**src/rtl/tx_fifo_reader_if.sv**
```systemverilog
// Handshake bundle between the TX FIFO read port, the reader engine and the DS character encoder.
// The master side is the reader engine. The slave side is the FIFO plus encoder environment.
interface tx_fifo_reader_if #(
  parameter int unsigned DW = 8,
  parameter int unsigned AW = 6
);
  logic [AW:0]   fifo_fill_level;
  logic [DW-1:0] fifo_r_data;
  logic          fifo_r_en;
  logic          char_valid;
  logic [DW-1:0] char_data;
  logic          char_ready;

  modport master (
    input  fifo_fill_level, fifo_r_data, char_ready,
    output fifo_r_en, char_valid, char_data
  );

  modport slave (
    output fifo_fill_level, fifo_r_data, char_ready,
    input  fifo_r_en, char_valid, char_data
  );
endinterface

```
**src/rtl/tx_fifo_reader.sv**
```systemverilog
// IEEE1355 TX read engine: pops the TX FIFO under FCT credit control.
// Each popped byte is presented to the DS encoder on a valid/ready stream.
module tx_fifo_reader #(
  parameter int unsigned G_DATA_WIDTH_BITS = 8,
  parameter int unsigned G_ADDR_WIDTH_BITS = 6,
  parameter int unsigned G_CREDIT_PER_FCT  = 8,
  parameter int unsigned G_MAX_CREDIT      = 56,
  localparam int unsigned CW = $clog2(G_MAX_CREDIT + 1)
) (
  input  logic                  clk,
  input  logic                  rst_n,
  tx_fifo_reader_if.master      bus,
  input  logic                  fct_rcvd,
  output logic [CW-1:0]         credit,
  output logic                  credit_err,
  output logic [15:0]           chars_sent
);

  typedef enum logic {IDLE, PRESENT} state_t;

  state_t                       state, state_nxt;
  logic                         can_pop;
  logic [G_DATA_WIDTH_BITS-1:0] char_data_nxt;
  logic [CW:0]                  credit_sum;
  logic [CW-1:0]                credit_nxt;
  logic                         err_nxt;

  // A pop needs data and credit, and the held char (if any) must be leaving this cycle.
  always_comb begin
    can_pop = (bus.fifo_fill_level != '0) && (credit != '0) &&
              ((state == IDLE) || bus.char_ready);
  end

  // fifo_r_en is combinational so that the FIFO pops in the same cycle the byte is captured.
  assign bus.fifo_r_en = can_pop && rst_n;

  // Credit update is computed one bit wider, so that an overflowing FCT can be detected.
  always_comb begin
    credit_sum = {1'b0, credit} - (CW+1)'(can_pop) +
                 (fct_rcvd ? (CW+1)'(G_CREDIT_PER_FCT) : (CW+1)'(0));
    credit_nxt = credit_sum[CW-1:0];
    err_nxt    = 1'b0;
    if (fct_rcvd && (credit_sum > (CW+1)'(G_MAX_CREDIT))) begin
      credit_nxt = credit - CW'(can_pop);
      err_nxt    = 1'b1;
    end
  end

  // Next-state logic for the stream FSM.
  always_comb begin
    state_nxt     = state;
    char_data_nxt = bus.char_data;
    case (state)
      IDLE: begin
        if (can_pop) begin
          char_data_nxt = bus.fifo_r_data;
          state_nxt     = PRESENT;
        end
      end
      PRESENT: begin
        if (bus.char_ready) begin
          if (can_pop) char_data_nxt = bus.fifo_r_data;
          else         state_nxt     = IDLE;
        end
      end
      default: state_nxt = IDLE;
    endcase
  end

  always_ff @(posedge clk) begin
    if (!rst_n) begin
      state          <= IDLE;
      bus.char_valid <= 1'b0;
      bus.char_data  <= '0;
      credit         <= '0;
      credit_err     <= 1'b0;
      chars_sent     <= '0;
    end else begin
      state          <= state_nxt;
      bus.char_valid <= (state_nxt == PRESENT);
      bus.char_data  <= char_data_nxt;
      credit         <= credit_nxt;
      credit_err     <= credit_err | err_nxt;
      if (bus.char_valid && bus.char_ready) chars_sent <= chars_sent + 16'd1;
    end
  end

endmodule

```
**src/flat_wrapper.sv**
```systemverilog
// flat-port wrapper written by rule: the top's interface ports become plain ports
module tx_fifo_reader_flat 
#(
  parameter int unsigned G_DATA_WIDTH_BITS = 8,
  parameter int unsigned G_ADDR_WIDTH_BITS = 6,
  parameter int unsigned G_CREDIT_PER_FCT  = 8,
  parameter int unsigned G_MAX_CREDIT      = 56,
  localparam int unsigned CW = $clog2(G_MAX_CREDIT + 1)
)
  (clk, rst_n, fct_rcvd, credit, credit_err, chars_sent, bus_fifo_fill_level, bus_fifo_r_data, bus_char_ready, bus_fifo_r_en, bus_char_valid, bus_char_data);
  tx_fifo_reader_if #(.DW((8)), .AW((6))) bus_i ();
  input  logic clk;
  input  logic rst_n;
  input  logic fct_rcvd;
  output logic [CW-1:0] credit;
  output logic credit_err;
  output logic [15:0] chars_sent;
  input wire logic [$bits(bus_i.fifo_fill_level)-1:0] bus_fifo_fill_level;
  input wire logic [$bits(bus_i.fifo_r_data)-1:0] bus_fifo_r_data;
  input wire logic [$bits(bus_i.char_ready)-1:0] bus_char_ready;
  output wire logic [$bits(bus_i.fifo_r_en)-1:0] bus_fifo_r_en;
  output wire logic [$bits(bus_i.char_valid)-1:0] bus_char_valid;
  output wire logic [$bits(bus_i.char_data)-1:0] bus_char_data;
  assign bus_i.fifo_fill_level = bus_fifo_fill_level;
  assign bus_i.fifo_r_data = bus_fifo_r_data;
  assign bus_i.char_ready = bus_char_ready;
  assign bus_fifo_r_en = bus_i.fifo_r_en;
  assign bus_char_valid = bus_i.char_valid;
  assign bus_char_data = bus_i.char_data;
  tx_fifo_reader #(.G_DATA_WIDTH_BITS(G_DATA_WIDTH_BITS), .G_ADDR_WIDTH_BITS(G_ADDR_WIDTH_BITS), .G_CREDIT_PER_FCT(G_CREDIT_PER_FCT), .G_MAX_CREDIT(G_MAX_CREDIT)) u_core (.clk(clk), .rst_n(rst_n), .bus(bus_i), .fct_rcvd(fct_rcvd), .credit(credit), .credit_err(credit_err), .chars_sent(chars_sent));
endmodule
```
**config.mk**
```make
export PLATFORM = sky130hd
export DESIGN_NAME = tx_fifo_reader_flat
export DESIGN_NICKNAME = d
export VERILOG_FILES = /design/src/rtl/tx_fifo_reader_if.sv /design/src/rtl/tx_fifo_reader.sv /design/src/flat_wrapper.sv
export SDC_FILE = /design/constraint.sdc
export NUM_CORES = 1
export LEC_CHECK = 0
export CAP_MARGIN = 10
export CORE_MARGIN = 5
export CORE_UTILIZATION = 38
export DETAILED_ROUTE_END_ITERATION = 12
export DONT_BUFFER_PORTS = 1
export PLACE_DENSITY = 0.62
export RECOVER_POWER = 100
export SLEW_MARGIN = 20
export SYNTH_ARGS = -nofsm -noshare
export SYNTH_HDL_FRONTEND = slang
export SYNTH_SLANG_ARGS = --single-unit
export TNS_END_PERCENT = 1
```
**constraint.sdc**
```tcl
create_clock -name clk -period 5 [get_ports clk]
set_input_delay 1 -clock clk [delete_from_list [all_inputs] [get_ports clk]]
set_output_delay 1 -clock clk [all_outputs]
set_load 0.01 [all_outputs]
```
==> results of run 1 <==
logic make-up after synthesis:
family | Yosys count | share of synthesized area, %
simple gates | 71 | 20.75
flops | 32 | 38.50
compound gates | 22 | 9.849
xor+xnor | 21 | 11.05
buf+inv | 18 | 4.962
fa+ha+maj | 12 | 9.474
mux | 9 | 5.414
Yosys cell counts (all sizes together) (2+ instances only):
cell type,instances,area (um^2)
ha,11,137.6
o31ai,2,15.01
dfxtp,32,640.6
nand2,13,48.80
nor3,2,10.01
and4,3,26.28
nor2b,2,12.51
a21oi,5,25.02
xor2,15,131.4
clkbuf,2,7.510
buf,2,22.52
o21ai,3,15.01
nand2b,4,25.02
xnor2,6,52.55
mux2i,9,90.09
o21a,4,31.28
nor2,29,108.9
a211o,2,17.52
inv,14,52.55
and3,4,25.02
nand4,2,12.51
nand3,6,30.03
routing by layer:
layer | global-route usage [%] | part of all wire, % | vias up
met5 | 0 | 0 | -
met4 | 4.720 | 1.6 | 0
met3 | 5.556 | 7.2 | 6
met2 | 19.52 | 45 | 41
met1 | 14.36 | 46 | 589
li1 | - | - | 629
final cells by class:
cell class | instances | area [um^2]
sequential | 32 | 640.6
tap | 52 | 65.06
fill | 453 | 2511
multi-input combinational | 135 | 933.4
clock inverter | 3 | 18.77
clock buffer | 5 | 68.82
timing repair buffer | 1 | 3.754
inverter | 14 | 52.55
flip-flops by register name, indices dropped and copies added (netlist names):
register,flops
u_core.bus.char_data,8
u_core.bus.char_valid,1
u_core.chars_sent,16
u_core.credit,6
u_core.credit_err,1
worst min path at each step:
stage          slack (ns)                           endpoint                              start
2_1_floorplan        0.51  u_core.chars_sent[3]$_SDFFE_PN0P_  u_core.chars_sent[3]$_SDFFE_PN0P_
3_3_place_gp         0.54       u_core.credit_err$_SDFF_PN0_       u_core.credit_err$_SDFF_PN0_
3_5_place_dp         0.55  u_core.chars_sent[3]$_SDFFE_PN0P_  u_core.chars_sent[3]$_SDFFE_PN0P_
4_1_cts              0.56  u_core.chars_sent[3]$_SDFFE_PN0P_  u_core.chars_sent[3]$_SDFFE_PN0P_
5_1_grt              0.59       u_core.credit_err$_SDFF_PN0_       u_core.credit_err$_SDFF_PN0_
6_report             0.55  u_core.chars_sent[3]$_SDFFE_PN0P_  u_core.chars_sent[3]$_SDFFE_PN0P_
where the power goes:
part	leakage, nW	internal [mW]	switching (mW)
combinational	0.456	0.232	0.286
sequential	0.262	0.301	0.0680
clock	0.0479	0.0970	0.105
critical path, stage by stage:
cell	delay [ns]
or4_1	0.51
nor4_1	0.28
a41o_1	0.16
nand2b_1	0.12
inv_1	0.05
ha_1	0.20
inv_1	0.06
ha_1	0.15
inv_1	0.05
fa_1	0.39
nand2b_1	0.16
a21oi_1	0.15
xor2_1	0.26
nor3_1	0.09
o21a_1	0.22
o21a_1	0.17
metrics by stage:
stage,cells,instance area [um^2]
2_1_floorplan,185,1664
3_3_place_gp,234,1707
3_5_place_dp,234,1707
4_1_cts,242,1794
5_1_grt,242,1783
6_report,242,1783
==> run summary, run 1 <==
Mapped Area - 1664 um^2
fraction of registers with async set/reset - 0%
CTS Sinks - 32
post-synthesis cell type count - 36
Avg Cell Area, Syn - 8.995 um^2
largest net degree at the start of global routing - 33
CP Max Fanout - 4
NumNets Final - 220
setup slack, reg-to-reg - 1.91 ns
Die Height - 76.18 um
Core Util, Final - 41.52%
Rows - 24
CTS H-Tree Depth - 2
Root Buffer - clkbuf_8
Slew headroom - 35.63%
Post-CTS Setup Repair Bufs - 0
Final period util - 76.86%
CP Launch Type - input pin
yosys warns - 0
share of cells above drive strength 1 - 4.737%
initial drt markers - 38
Die Width - 76.18 um
DPL Wire Length - 2.596 mm
worst reg2reg path startpoint - u_core.credit[4]$_SDFF_PN0_
PortBufs - 0
total number of vias - 1265
core area - 4294 um^2
initial antenna violation count - 0
drt pass-1 iters - 4
sequential-to-total area share from yosys stat - 38.50%
Layout area overhead - 7.143%
initial core utilization - 38.75%
pwr dens - 610.5 nW/um^2
fin. max-slew vios - 0
CP Class - in -> reg
top_reg_cell synth - dfxtp_1
global-route wire length before repair - 5.796 mm
Required @ worst endpoint - 5.19 ns
vias in the first global route - 1213
antenna-violating nets left - 0
worst reg2reg path depth - 16
Max VDD drop - 0.2538 mV
PostCTS Resize Cnt - 0
worst setup path startpoint - bus_fifo_fill_level[2]
commonest non-fill, non-tap cell in the layout - dfxtp_1
Power, Total - 1.088 mW
Clock Latency Late Sink - 0.29 ns
Leak - 0.7659 nW
final wirelength - 3.482 mm
Synthesized Nets - 216
Total Routing Usage GR - 12.27%
Die ar. - 5803 um^2
run status - complete, no violations
Hold Crit Class - reg -> reg
setup_tns - 0 ns
Syn Inst Count - 185
total CTS buffers - 5
clk_skew - 0.002151 ns
fin crit period - 3.843 ns
# hold bufs at CTS - 0
post-DR vias/cell - 5.227
Final Hold Vio Count - 0
grt total ovfl - 0
TritonCTS clock tree - yes
I/O pin total - 52
DRC viols - 0
Crit. End Element - flip-flop
Worst Tran Pin Value - 0.9645 ns
setup ws final - 1.157 ns
most frequent cells in the layout - dfxtp_1 (32), nor2_1 (29), xor2_1 (15)
reg-to-reg endpoint - u_core.credit_err$_SDFF_PN0_
worst slack at placement - 0.9636 ns
Clk pin slew, worst setup/hold paths - 0.07 ns
gpl congestion - 0.7966
worst hold path stage count - 2
Arr. time, crit path - 4.03 ns
number of diodes - 0
unrepaired setup endpoints after global routing - no
CP endpoint - u_core.credit_err$_SDFF_PN0_
Max Fclk - 0.2602 GHz
Max Cap Viol - 0
Synth Register Bits - 32
final setup violation count - 0
CTS max path bufs - 2
Hold WS - 0.5521 ns
Post-synth EDFFs - 0
drt wl/cell - 14.39 um
Power figures use the tool's default switching activity.
==> run 2, diff against run 1 <==
Settings changed: PLACE_DENSITY 0.62 to 0.64.
Clock period 5 ns to 3.15 ns, I/O delays scaled along.
==> run summary, run 2 (same netlist as run 1, synthesis figures left out) <==
Clk pin slew, worst setup/hold paths - 0.06 ns (was 0.07 ns)
drt wl/cell - 14.10 um (was 14.39 um)
global-route wire length before repair - 5.996 mm (was 5.796 mm)
share of cells above drive strength 1 - 15.42% (was 4.737%)
worst reg2reg path startpoint - u_core.credit[1]$_SDFF_PN0_ (was u_core.credit[4]$_SDFF_PN0_)
Clock Power Share - 14.5% (was 18.6%)
combinational power share - 57.7% (was 47.6%)
commonest non-fill, non-tap cell in the layout - dfxtp_1 (unchanged)
Hold Path End - u_core.credit_err$_SDFF_PN0_ (was u_core.chars_sent[3]$_SDFFE_PN0P_)
final setup violation count - 5 (was 0)
largest net degree at the start of global routing - 32 (was 33)
final cell count without fillers - 253 (was 242)
Max Fclk - 0.3038 GHz
Sw Pwr - 0.7797 mW (was 0.4593 mW)
Slew headroom - 77.71% (was 35.63%)
number of diodes - 0 (unchanged)
initial drt markers - 42 (was 38)
# placed instances - 244 (was 234)
clk_skew - 0.003539 ns (was 0.002151 ns)
Layout area overhead - 16.17% (was 7.143%)
Rows - 24 (unchanged)
total CTS buffers - 5 (unchanged)
Total Routing Usage GR - 12.58% (was 12.27%)
reg-to-reg endpoint - u_core.credit[4]$_SDFF_PN0_ (was u_core.credit_err$_SDFF_PN0_)
Max Cap Viol - 0 (unchanged)
post-DR vias/cell - 5.059 (was 5.227)
Internal Power - 1.219 mW (was 0.6292 mW)
CP Max Fanout - 4 (unchanged)
final wirelength - 3.567 mm (was 3.482 mm)
CTS H-Tree Depth - 2 (unchanged)
initial antenna violation count - 0 (unchanged)
PortBufs - 0 (unchanged)
setup slack, reg-to-reg - 0.34 ns (was 1.91 ns)
Final period util - 104.5%
worst slack at placement - -0.3713 ns (was 0.9636 ns)
unrepaired setup endpoints after global routing - yes (was no)
worst reg2reg path depth - 14 (was 16)
setup ws final - -0.1415 ns (was 1.157 ns)
fin crit period - 3.292 ns
Hold WS - 0.4716 ns (was 0.5521 ns)
CTS Sinks - 32 (unchanged)
Core Util, Final - 45.02% (was 41.52%)
largest registers - u_core.chars_sent (16), u_core.bus.char_data (8), u_core.credit (6) (unchanged)
Arr. time, crit path - 3.49 ns (was 4.03 ns)
CP Launch Type - input pin (unchanged)
Required @ worst endpoint - 3.34 ns (was 5.19 ns)
drt pass-1 iters - 4 (unchanged)
Die Height - 76.18 um (unchanged)
CP Class - in -> reg (unchanged)
failing checks - negative setup slack
Root Buffer - clkbuf_8 (unchanged)
grt total ovfl - 0 (unchanged)
run status - finished, violations left (was complete, no violations)
Clock Latency Late Sink - 0.27 ns (was 0.29 ns)
Hold Path Origin - rst_n (was u_core.chars_sent[3]$_SDFFE_PN0P_)
total number of vias - 1280 (was 1265)
Die Width - 76.18 um (unchanged)
Crit. End Element - flip-flop (unchanged)
vias in the first global route - 1229 (was 1213)
NumNets Final - 232 (was 220)
max reg flops - 16 (unchanged)
Max VDD drop - 0.5120 mV (was 0.2538 mV)
DPL Wire Length - 2.697 mm (was 2.596 mm)
sequential power share - 27.8% (was 33.9%)
antenna-violating nets left - 0 (unchanged)
gpl congestion - 0.8051 (was 0.7966)
I/O pin total - 52 (unchanged)
fin. max-slew vios - 0 (unchanged)
Die ar. - 5803 um^2 (unchanged)
most frequent cells in the layout - dfxtp_1 (32), nor2_1 (29), xor2_1 (15) (unchanged)
TritonCTS clock tree - yes (unchanged)
Hold Crit Class - in -> reg (was reg -> reg)
worst hold path stage count - 1 (was 2)
Power, Total - 1.999 mW (was 1.088 mW)
CTS max path bufs - 2 (unchanged)
Largest Register - u_core.chars_sent (unchanged)
Final Hold Vio Count - 0 (unchanged)
initial core utilization - 38.75% (unchanged)
pwr dens - 1034 nW/um^2 (was 610.5 nW/um^2)
Worst Tran Pin Value - 0.3343 ns (was 0.9645 ns)
core area - 4294 um^2 (unchanged)
Leak - 0.8288 nW (was 0.7659 nW)
fraction of power spent switching nets - 39.01% (was 42.20%)
DRC viols - 0 (unchanged)
[run 2: cell types whose count changed in the layout (fill, tap and decap cells not counted), sizes merged]
cell    change
buf        +11
clkbuf      +2
clkinv      -2
[run 2: stage by stage]
stage	cell area (um^2)	TNS [ns]
2_1_floorplan	1670	-1.551
3_3_place_gp	1788	-1.339
3_5_place_dp	1788	-1.709
4_1_cts	1866	-0.1875
5_1_grt	1933	-1.263
6_report	1933	-0.5439
[run 2: repair_timing]
action / 4_1_cts / 5_1_grt
buffers inserted: 0 / 2
hold endpoints to repair: 0 / 0
pin swaps: 0 / 6
gates resized for setup: 1 / 13
hold buffers: 0 / 0
setup endpoints to repair: 5 / 5
[run 2: how the worst max path moves through the flow]
stage	startpoint	depth (start not counted)	end
after floorplan	bus_fifo_fill_level[2]	17	u_core.credit_err$_SDFF_PN0_
after global placement	bus_fifo_fill_level[2]	15	u_core.credit_err$_SDFF_PN0_
after detailed placement	bus_fifo_fill_level[2]	15	u_core.credit_err$_SDFF_PN0_
after CTS	bus_fifo_fill_level[2]	16	u_core.credit[4]$_SDFF_PN0_
after global routing	bus_fifo_fill_level[6]	16	u_core.credit[4]$_SDFF_PN0_
final	bus_fifo_fill_level[6]	16	u_core.credit[4]$_SDFF_PN0_
[run 2: final cells by class]
class                           count  area [um^2]
Clock buffer                        6        72.57
Fill cell                         433         2361
Tap cell                           52        65.06
Inverter                           14        55.05
Timing Repair Buffer               13        90.09
Multi-Input combinational cell    135         1005
Clock inverter                      1        5.005
Sequential cell                    32        640.6
[run 2: critical path: stages]
cell and delay, ns:
or4_4 0.53, nor4_4 0.28, a41o_1 0.15, nand2b_4 0.13, inv_2 0.05, ha_4 0.16
inv_4 0.05, ha_4 0.12, inv_2 0.04, fa_2 0.35, nand2b_4 0.15, a21oi_2 0.14
xor2_1 0.21, nor3_1 0.08, o21a_2 0.23, o31ai_2 0.20
[run 2: power groups by stage]
stage	logic, mW	registers [mW]	clock network, mW
finish	1.15	0.555	0.290
global route	1.29	0.566	0.332
CTS	1.03	0.557	0.301
detailed placement	1.02	0.565	0
global placement	1.01	0.565	0
floorplan	0.702	0.569	0
[run 2: routing by layer]
metal	global-route usage [%]	share of wire [%]
met1	15.93	45
met2	18.58	45
met3	6.501	8.6
met4	3.671	0.78
met5	0	0
==> run 3, diff against run 2 <==
Settings changed: PLACE_DENSITY 0.64 to 0.62.
Clock period 3.15 ns to 4 ns, I/O delays scaled along.
==> run summary, run 3 (same netlist as run 1, synthesis figures left out) <==
run status - complete, no violations (was finished, violations left)
commonest non-fill, non-tap cell in the layout - dfxtp_1 (unchanged)
initial antenna violation count - 0 (unchanged)
I/O pin total - 52 (unchanged)
# hold bufs at CTS - 0 (unchanged)
max reg flops - 16 (unchanged)
unrepaired setup endpoints after global routing - no (was yes)
CTS H-Tree Depth - 2 (unchanged)
FILL cells - 450 (was 433)
total number of vias - 1260 (was 1280)
Crit. End Element - flip-flop (unchanged)
CTS max path bufs - 2 (unchanged)
Final Hold Vio Count - 0 (unchanged)
largest registers - u_core.chars_sent (16), u_core.bus.char_data (8), u_core.credit (6) (unchanged)
final cell count without fillers - 243 (was 253)
Clk pin slew, worst setup/hold paths - 0.07 ns (was 0.06 ns)
Final period util - 88.18%
gpl congestion - 0.7459 (was 0.8051)
most used routing layer in global routing - met2 (unchanged)
number of diodes - 0 (unchanged)
clk_skew - 0.003546 ns (was 0.003539 ns)
Max Fclk - 0.2835 GHz
largest net degree at the start of global routing - 32 (unchanged)
fin crit period - 3.527 ns
post-DR vias/cell - 5.185 (was 5.059)
Layout area overhead - 7.820% (was 16.17%)
met3 usage - 5.437% (was 6.501%)
Hold Crit Class - reg -> reg (was in -> reg)
Max Cap Viol - 0 (unchanged)
# placed instances - 235 (was 244)
Slew headroom - 9.206% (was 77.71%)
PostCTS Resize Cnt - 0 (was 1)
CP Launch Type - input pin (unchanged)
Post-CTS Setup Repair Bufs - 0 (unchanged)
final setup violation count - 0 (was 5)
Die Height - 76.18 um (unchanged)
worst setup path startpoint - bus_fifo_fill_level[2] (was bus_fifo_fill_level[6])
worst reg2reg path startpoint - u_core.credit[4]$_SDFF_PN0_ (was u_core.credit[1]$_SDFF_PN0_)
Worst Tran Pin Value - 1.362 ns (was 0.3343 ns)
core area - 4294 um^2 (unchanged)
sequential cell area - 640.6 um^2 (unchanged)
final wirelength - 3.518 mm (was 3.567 mm)
M1 GR Usage - 13.95% (was 15.93%)
area taken by multi-input logic gates - 940.9 um^2 (was 1005 um^2)
Core Util, Final - 41.78% (was 45.02%)
global-route wire length before repair - 5.830 mm (was 5.996 mm)
Arr. time, crit path - 3.72 ns (was 3.49 ns)
share of cells above drive strength 1 - 5.759% (was 15.42%)
DRC viols - 0 (unchanged)
vias in the first global route - 1250 (was 1229)
Die Width - 76.18 um (unchanged)
NumNets Final - 221 (was 232)
setup_tns - 0 ns (was -0.5439 ns)
most frequent cells in the layout - dfxtp_1 (32), nor2_1 (29), xor2_1 (15) (unchanged)
fin. max-slew vios - 0 (unchanged)
Design Area, Final - 1794 um^2 (was 1933 um^2)
TritonCTS clock tree - yes (unchanged)
Clock Latency Late Sink - 0.29 ns (was 0.27 ns)
Rows - 24 (unchanged)
CP Class - in -> reg (unchanged)
drt wl/cell - 14.48 um (was 14.10 um)
antenna-violating nets left - 0 (unchanged)
Placement Cell Area - 1714 um^2 (was 1788 um^2)
met2 Use GR - 20.21% (was 18.58%)
Required @ worst endpoint - 4.20 ns (was 3.34 ns)
Die ar. - 5803 um^2 (unchanged)
DPL Wire Length - 2.633 mm (was 2.697 mm)
Leak - 0.7681 nW (was 0.8288 nW)
Largest Register - u_core.chars_sent (unchanged)
PortBufs - 0 (unchanged)
pwr dens - 757.3 nW/um^2 (was 1034 nW/um^2)
grt total ovfl - 0 (unchanged)
CP Max Fanout - 4 (unchanged)
Root Buffer - clkbuf_8 (unchanged)
initial drt markers - 28 (was 42)
total CTS buffers - 5 (unchanged)
initial core utilization - 38.75% (unchanged)
drt pass-1 iters - 4 (unchanged)
Hold Path Origin - u_core.chars_sent[3]$_SDFFE_PN0P_ (was rst_n)
CTS Sinks - 32 (unchanged)
Total Routing Usage GR - 12.52% (was 12.58%)
Max VDD drop - 0.3497 mV (was 0.5120 mV)
[run 3: final timing paths]
path                                             to  slack, ns  cells after the start
hold reg to reg   u_core.chars_sent[3]$_SDFFE_PN0P_       0.55                      2
setup reg to reg        u_core.credit[4]$_SDFF_PN0_       0.93                     16
hold / removal    u_core.chars_sent[3]$_SDFFE_PN0P_       0.55                      2
setup / recovery        u_core.credit[4]$_SDFF_PN0_       0.47                     16
[run 3: layer usage]
layer  wire [um]  vias to the layer above
met3         309                        7
li1            -                      632
met2        1657                       41
met4          78                        0
met5           0                        -
met1        1473                      580
[run 3: cell type report]
class	instances	area share, %
clock buffer	5	3.835
clock inverter	3	1.046
inverter	14	2.929
multi-input combinational	135	52.44
sequential	32	35.70
tap	52	3.626
timing repair buffer	2	0.4184
[run 3: metrics by stage]
step           hold WS, ns  setup WS [ns]  power, mW
5_1_grt             0.5902         0.2150      1.502
6_report            0.5519         0.4729      1.359
4_1_cts             0.5555         0.4531      1.389
2_1_floorplan       0.5081         0.2221     0.9921
3_5_place_dp        0.5337         0.1643      1.122
3_3_place_gp        0.5361         0.2568      1.121
[run 3: power by group]
part,leakage (nW),switching (mW),internal (mW)
sequential,0.262,0.0860,0.376
combinational,0.458,0.354,0.292
clock,0.0479,0.130,0.121
[run 3: worst max-delay path, cell delays in order]
cell,delay [ns]
or4_1,0.52
nor4_2,0.16
a41o_1,0.14
nand2b_1,0.12
inv_1,0.05
ha_1,0.21
inv_1,0.06
ha_1,0.14
inv_1,0.05
fa_1,0.39
nand2b_1,0.16
a21oi_1,0.15
xor2_1,0.25
nor3_1,0.09
o21a_2,0.24
o31ai_1,0.19
